## config.mk

```make
export PLATFORM = sky130hd
export DESIGN_NAME = input_row_streamer_flat
export DESIGN_NICKNAME = d
export VERILOG_FILES = /design/src/rtl/input_row_streamer_if.sv /design/src/rtl/input_row_streamer.sv /design/src/flat_wrapper.sv
export SDC_FILE = /design/constraint.sdc
export NUM_CORES = 1
export LEC_CHECK = 0
export ABC_AREA = 1
export CAP_MARGIN = 20
export CORE_MARGIN = 2
export CORE_UTILIZATION = 50
export DETAILED_ROUTE_END_ITERATION = 7
export PLACE_DENSITY_LB_ADDON = 0.2
export SETUP_SLACK_MARGIN = 0.15
export SKIP_LAST_GASP = 1
export SYNTH_ARGS = -nofsm -noshare
export SYNTH_HDL_FRONTEND = slang
export SYNTH_SLANG_ARGS = --single-unit
```

## constraint.sdc

```tcl
create_clock -name clk -period 1.9 [get_ports clk]
set_input_delay 0.38 -clock clk [delete_from_list [all_inputs] [get_ports clk]]
set_output_delay 0.38 -clock clk [all_outputs]
set_load 0.02 [all_outputs]
```

## src/rtl/input_row_streamer_if.sv

```systemverilog
// input_row_streamer_if: valid/ready row stream carrying 256-bit rows into the matmul array.
// Signals: out_valid/out_data/out_last driven by the streamer (master), out_ready driven by the consumer (slave).
interface input_row_streamer_if #(
    parameter int DATA_W = 256
);
    logic              out_valid;
    logic              out_ready;
    logic [DATA_W-1:0] out_data;
    logic              out_last;
    modport master (output out_valid, out_data, out_last, input out_ready);
    modport slave  (input out_valid, out_data, out_last, output out_ready);
endinterface

```

## src/rtl/input_row_streamer.sv

```systemverilog
// input_row_streamer: reads a programmable number of rows from the packed input buffer and streams them out.
// Ports: clk, rst_n (async active-low); start/cfg_rows launch a pass; mem_en/mem_addr/mem_dout drive the
// 1-cycle-latency memory read port; stream (master modport) carries out_valid/out_ready/out_data/out_last;
// busy spans the pass, done pulses once after the last row handshake.
// Build option: define INPUT_ROW_WORD_REVERSE_EN to reverse the eight 32-bit words of each row.
module input_row_streamer #(
    parameter int DATA_W     = 256,
    parameter int ADDR_W     = 6,
    parameter int FIFO_DEPTH = 2
) (
    input  logic                        clk,
    input  logic                        rst_n,
    input  logic                        start,
    input  logic [ADDR_W:0]             cfg_rows,
    output logic                        mem_en,
    output logic [ADDR_W-1:0]           mem_addr,
    input  logic [DATA_W-1:0]           mem_dout,
    input_row_streamer_if.master        stream,
    output logic                        busy,
    output logic                        done
);
    localparam logic [ADDR_W:0] ONE      = (ADDR_W+1)'(1);
    localparam logic [ADDR_W:0] ROWS_MAX = ONE << ADDR_W;
    localparam logic [2:0]      DEPTH    = 3'(FIFO_DEPTH);

    typedef enum logic [1:0] {IDLE, FETCH, DRAIN} state_t;

    state_t            state;
    logic [ADDR_W:0]   rows, rows_n, issued, popped;
    logic [DATA_W-1:0] fifo_q [2];
    logic [DATA_W-1:0] push_data;
    logic              wptr, rptr, rd_pend, push, pop;
    logic [1:0]        count;
    logic [2:0]        used;

    // A read issued last cycle lands on mem_dout now and is pushed this cycle.
    assign push   = rd_pend;
    assign pop    = stream.out_valid && stream.out_ready;
    assign rows_n = (cfg_rows == '0 || cfg_rows > ROWS_MAX) ? ROWS_MAX : cfg_rows;

    // Entries held plus reads in flight must leave room for the new read; a pop this cycle frees one slot.
    assign used     = {1'b0, count} + {2'b0, rd_pend};
    assign mem_en   = (state == FETCH) && (issued < rows) && (used < DEPTH + {2'b0, pop});
    assign mem_addr = issued[ADDR_W-1:0];

    assign stream.out_valid = (count != 2'd0);
    assign stream.out_data  = fifo_q[rptr];
    assign stream.out_last  = stream.out_valid && (popped == rows - ONE);

`ifdef INPUT_ROW_WORD_REVERSE_EN
    always_comb begin
        push_data = '0;
        for (int i = 0; i < DATA_W/32; i++)
            push_data[32*i +: 32] = mem_dout[DATA_W-32-32*i +: 32];
    end
`else
    assign push_data = mem_dout;
`endif

    always_ff @(posedge clk or negedge rst_n) begin
        if (!rst_n) begin
            state     <= IDLE;
            rows      <= '0;
            issued    <= '0;
            popped    <= '0;
            rd_pend   <= 1'b0;
            count     <= 2'd0;
            wptr      <= 1'b0;
            rptr      <= 1'b0;
            fifo_q[0] <= '0;
            fifo_q[1] <= '0;
            busy      <= 1'b0;
            done      <= 1'b0;
        end else begin
            done    <= 1'b0;
            rd_pend <= mem_en;
            count   <= count + {1'b0, push} - {1'b0, pop};
            if (mem_en)
                issued <= issued + ONE;
            if (push) begin
                fifo_q[wptr] <= push_data;
                wptr         <= ~wptr;
            end
            if (pop) begin
                rptr   <= ~rptr;
                popped <= popped + ONE;
            end
            case (state)
                IDLE: if (start) begin
                    rows   <= rows_n;
                    issued <= '0;
                    popped <= '0;
                    busy   <= 1'b1;
                    state  <= FETCH;
                end
                FETCH: if (mem_en && issued + ONE == rows)
                    state <= DRAIN;
                DRAIN: if (pop && stream.out_last) begin
                    done  <= 1'b1;
                    busy  <= 1'b0;
                    state <= IDLE;
                end
                default: state <= IDLE;
            endcase
        end
    end

    push_never_full: assert property (@(posedge clk) disable iff (!rst_n) !(push && {1'b0, count} == DEPTH));
endmodule

```

## src/flat_wrapper.sv

```systemverilog
// flat-port wrapper written by rule: the top's interface ports become plain ports
module input_row_streamer_flat 
#(
    parameter int DATA_W     = 256,
    parameter int ADDR_W     = 6,
    parameter int FIFO_DEPTH = 2
)
  (clk, rst_n, start, cfg_rows, mem_en, mem_addr, mem_dout, busy, done, stream_out_valid, stream_out_data, stream_out_last, stream_out_ready);
  input_row_streamer_if #(.DATA_W(DATA_W)) stream_i ();
  input  logic clk;
  input  logic rst_n;
  input  logic start;
  input  logic [ADDR_W:0] cfg_rows;
  output logic mem_en;
  output logic [ADDR_W-1:0] mem_addr;
  input  logic [DATA_W-1:0] mem_dout;
  output logic busy;
  output logic done;
  output wire logic [$bits(stream_i.out_valid)-1:0] stream_out_valid;
  output wire logic [$bits(stream_i.out_data)-1:0] stream_out_data;
  output wire logic [$bits(stream_i.out_last)-1:0] stream_out_last;
  input wire logic [$bits(stream_i.out_ready)-1:0] stream_out_ready;
  assign stream_out_valid = stream_i.out_valid;
  assign stream_out_data = stream_i.out_data;
  assign stream_out_last = stream_i.out_last;
  assign stream_i.out_ready = stream_out_ready;
  input_row_streamer #(.DATA_W(DATA_W), .ADDR_W(ADDR_W), .FIFO_DEPTH(FIFO_DEPTH)) u_core (.clk(clk), .rst_n(rst_n), .start(start), .cfg_rows(cfg_rows), .mem_en(mem_en), .mem_addr(mem_addr), .mem_dout(mem_dout), .stream(stream_i), .busy(busy), .done(done));
endmodule
```

Yosys cells after proc, flatten, opt, wreduce, memory -nomap -nowiden
Index checks and enable logic that the tools add are counted.
- flip-flop bits (word level): 542
- output and inout bits: 267
- word-level logic and storage cells: 73
- add/subtract/negate cells: 7
- $lt $le $gt $ge: 6
- equality and inequality tests: 7
- muxes and demuxes: 22
- bitwise gates (word level): 4
- reductions and logical operators: 15
- operators by type and width (kind ; count):
    256-bit two-way mux ; 4
    512-bit bitwise mux ; 1
    256-bit demux with 1-bit select ; 1
    7-bit two-way mux ; 7
    7-bit by 1-bit adder with 7-bit output (second input constant) ; 2
    7-bit == test ; 2
    7-bit greater-than comparator (second input constant) ; 1
    1-bit logical AND ; 7
    7-bit logical NOT ; 1
    7-bit < comparator ; 1
    7-bit by 1-bit subtractor with 7-bit output (second input constant) ; 1
    2-bit two-way mux ; 3
    2-bit one-hot mux with 3 select lines ; 1
    3-bit AND reduction ; 2
    2-bit greater-or-equal comparator (second input constant) ; 2
    1-bit two-way mux ; 4
    2-bit inequality test (second input constant) ; 2
    1-bit NOT with 2-bit output ; 2
    2-bit nonzero test ; 2
    2-bit by 1-bit adder with 3-bit output ; 1
    2-bit by 1-bit adder with 3-bit output (first input constant) ; 1
    3-bit < comparator ; 1
    2-bit by 1-bit adder with 2-bit output ; 1
    2-bit by 1-bit == test with 1-bit output (second input constant) ; 1
    9 further kinds ; 10

Logic depth before layout (Yosys ltp)
- depth in word-level cells: 8
- depth in mapped cells: 12

Least setup slack after synthesis
No wires, ideal clock.
- path type: reg-to-output
- from: reg u_core.rows[0]
- to: out stream_out_last
- arrival: 1.740 ns
- required time: 1.520 ns
- slack: -0.220 ns
- stages on the path, launching flop included: 7
- buffers on the path: 0
- path through: dfrtp_1 inv_1 ha_1 nand3_1 nand3_1 nand2_1 nor4_1
- longest elaborated chain between the ends: 3
- RTL lines (what ; RTL line ; text):
    start: declaration ; input_row_streamer.sv:29 ; logic [ADDR_W:0] rows, rows_n, issued, popped;
    start signal: assignment ; input_row_streamer.sv:90 ; rows <= rows_n;
    7-bit by 1-bit subtractor with 7-bit output ; input_row_streamer.sv:48 ; assign stream.out_last = stream.out_valid && (popped == rows - ONE);
    7-bit == test ; input_row_streamer.sv:48 ;
    1-bit logical AND ; input_row_streamer.sv:48 ;
    end: declaration ; flat_wrapper.sv:21 ; output wire logic [$bits(stream_i.out_last)-1:0] stream_out_last;
No other way between the ends.

Worst setup path in the final report
- from: reg u_core.rptr
- to: out stream_out_data[51]
- longest elaborated chain between the ends: 4
- RTL lines (what ; RTL line ; text):
    start: declaration ; input_row_streamer.sv:32 ; logic wptr, rptr, rd_pend, push, pop;
    start signal: assignment ; input_row_streamer.sv:85 ; rptr <= ~rptr;
    1-bit NOT with 2-bit output (not written as such) ; input_row_streamer.sv:47 ; assign stream.out_data = fifo_q[rptr];
    256-bit two-way mux (not written as such) (3 in a row) ; input_row_streamer.sv:47 ;
    end: declaration ; flat_wrapper.sv:20 ; output wire logic [$bits(stream_i.out_data)-1:0] stream_out_data;
No other way between the ends. The select of a mux whose other input is x is not followed.

==> results.cfg <==
[status]
status = finished, violations left
violations = negative setup slack

[pwr]
power_mw = 79.9
leakagePower_nw = 19.6
vdd_ir_drop_max_v = 0.00162
cellPowerDensity_nw_per_um2 = 2150

[timing]
worst_hold_slack_ps = 275
relSlewSlack_pct = 53.5
fin_crit_ps = 2570
finalCritPeriodShare_pct = 136
finalSetupViolCount = 267
worstMarginPinSlew_ps = 697
fmax_mhz = 388
skew_ps = 12.3
rsz0062_at_grt = yes
finalMaxSlewViolations = 0
worst_slack_ps = -675
finalHoldViolCount = 0

[drt]
vias = 23929
drc = 0
detail-route-antenna-nets = 0
drt-wirelength-per-cell_um = 19.8
vias_per_cell = 5.43
drt_iter0_markers = 2194
dr.pass1.iters = 6
wirelength_mm = 87.4

[floorplan]
io_pins = 534
initial_core_util_pct = 50.6
floorplan.rows = 80
die-area_um2 = 50100
die_w_um = 224
die_y_um = 224
core_area_um2 = 47700

[hold_path]
min_path_type = in2async

[place]
portBuffers = 533
dp_hpwl_mm = 50.1
dp_cells = 4102
preCtsSetupSlack_ps = -434
place_congestion = 0.872
place_area_um2 = 30600

[synthesis]
synth.distinct_cells = 37
ys_warn_count = 0
synth_cells = 3015
yosys.area_share.simple_pct = 22.8
synth.avg_cell_area_um2 = 8.01
synth_mux_area_share_pct = 0
syn_nets = 3296
yosysSeqAreaShare_pct = 56.2
ys_seq_elements = 542
synth_compound_area_share_pct = 11.4
synth_top_family_by_area = simple AND/OR/NAND/NOR gates
synth_xor_area_share_pct = 0.326
synth_fa_ha_area_share_pct = 0.725
synth_area_um2 = 24100

[finish]
postLayoutCellArea_um2 = 37200
synthToLayoutAreaGrowth_pct = 54.2
final_cell_mix = 1006 x nand2_1, 539 x dfrtp_1, 288 x inv_1
fin_nets = 4022
layout_commonest_cell = nand2_1
layout.cells.non_filler = 4410
layout-drive-gt1-share_pct = 27.9
nFillCells = 3012

[critical_path]
slowest_delay_ps = 530
critical-path-top-delay-family = buffers and inverters
cp.required_ps = 1520
worstPathCellList = buf_12 > buf_12 > buf_4 > clkbuf_16 > buf_4 > nand2_1 > nand2_2 > buf_6
cp.arrival_ps = 2190
crit_type = reg2out
critPathCaptureType = output port
cp_max_fo = 8
critPathBufInv = 6
start_kind = flip-flop
crit_slowest_cell = dfrtp_4

[clock_tree]
cts_htree_levels = 2
cts.sinks = 542
root_buffer = clkbuf_16
cts_inserted_buffers = 56
cts_tree = built
clk_latency_ps = 610
clockBufferDepth = 3
clk_pin_slew_ps = 60

[grt]
antenna_found_initial = 15
overflow = 0
grt_pass1_vias = 21640
grt_usage_pct = 28.7
grt_max_degree = 152
grt_pass1_wl_mm = 114

[job]
timing.max_cap.violations = 0
[what timing repair did]
action                                  4_1_cts  5_1_grt
endpoints found under the hold margin        23        0
resized for setup                           405     1451
hold buffers                                  1        0
pin swaps                                    10      102
gates cloned                                  3       51
buffers inserted                              4      137
endpoints found under the setup margin      276      282
[worst paths after layout]
| check | start | to | slack, ps | cells past startpoint |
|---|---|---|---|---|
| max in group asynchronous | rst_n | u_core.fifo_q[471]$_DFFE_PN0P_ | 790 | 3 |
| max | u_core.rptr$_DFFE_PN0P_ | stream_out_data[51] | -670 | 8 |
| min in group clk | mem_dout[55] | u_core.fifo_q[311]$_DFFE_PN0P_ | 330 | 3 |
| min reg2reg | u_core.fifo_q[232]$_DFFE_PN0P_ | u_core.fifo_q[232]$_DFFE_PN0P_ | 490 | 2 |
| min | rst_n | u_core.fifo_q[414]$_DFFE_PN0P_ | 270 | 2 |
| max reg2reg | u_core.rows[1]$_DFFE_PN0P_ | u_core.issued[4]$_DFF_PN0_ | 60 | 12 |
[synthesized netlist by cell type]
library cell	instances	area share [%]
nor2_2	3	0.078
nor3_1	1	0.021
buf_2	64	1.3
a21oi_2	3	0.11
nor2_8	1	0.083
o21bai_2	1	0.047
inv_4	1	0.026
a21oi_1	8	0.17
xnor2_1	6	0.22
nor2_4	1	0.047
inv_2	4	0.062
o21ai_2	1	0.036
ha_1	14	0.73
nand2_1	1355	21
o22ai_1	2	0.052
nor3_4	1	0.067
a22oi_1	1	0.031
dfrtp_1	542	56
nor3b_1	1	0.031
nor2_1	32	0.50
o21ai_0	270	5.6
or2_1	1	0.026
buf_1	11	0.17
nand3_2	2	0.083
nor4_1	1	0.026
nand2_2	2	0.052
inv_1	292	4.5
clkbuf_1	71	1.1
xor2_1	3	0.11
o21ai_1	255	5.3
nand3_1	25	0.52
a21o_1	2	0.062
nand2_4	2	0.093
clkinv_1	1	0.016
buf_4	7	0.22
nand4_1	3	0.078
buf_6	25	1.2
[kinds of logic after synthesis]
| kind of cell | after synthesis |
|---|---|
| buffers and inverters | 476 |
| xor gates and xnor gates | 9 |
| DFF | 542 |
| adders and majority gates | 14 |
| AOI/OAI and AO/OA | 543 |
| and+or+nand+nor | 1431 |
[layout make-up]
cell class / count / area (um2) / area share, %
Sequential cell: 542 / 13600 / 36.4
Multi-Input combinational cell: 1997 / 10100 / 27.1
Timing Repair Buffer: 842 / 9470 / 25.4
Clock buffer: 77 / 1610 / 4.33
Inverter: 298 / 1150 / 3.08
Tap cell: 615 / 769 / 2.07
Clock inverter: 26 / 467 / 1.25
Timing Repair inverter: 4 / 92.6 / 0.249
Antenna cell: 9 / 22.5 / 0.0605
[power breakdown]
part	switching (mW)	leakage [nW]	total [mW]	internal [mW]
logic	25.1	11.9	46.1	20.9
clock network	4.72	1.02	12.4	7.68
registers	4.15	6.65	21.4	17.3
[through the flow]
stage                     util [%]  setup TNS (ps)
after global routing          78.0         -143400
after CTS                     68.7         -140220
after floorplan                  -               0
final                         78.0         -125280
after detailed placement      64.1          -36780
after global placement        64.1          -36110
[state kept, by name (all words and copies together), names as in the netlist]
signal / flops
u_core.issued: 7
u_core.done: 1
u_core.state: 2
u_core.rows: 7
u_core.wptr: 1
u_core.busy: 1
u_core.fifo_q: 512
u_core.popped: 7
u_core.push: 1
u_core.count: 2
u_core.rptr: 1
[per-layer routing]
metal | track usage [%] | vias up | share of wire (%)
li1 | - | 10792 | -
met3 | 7.70 | 261 | 8.4
met1 | 34.7 | 11748 | 37
met5 | 0 | - | 0.061
met2 | 47.9 | 1120 | 50
met4 | 13.5 | 8 | 5.0
No activity file was read; power rests on OpenSTA's default activity.
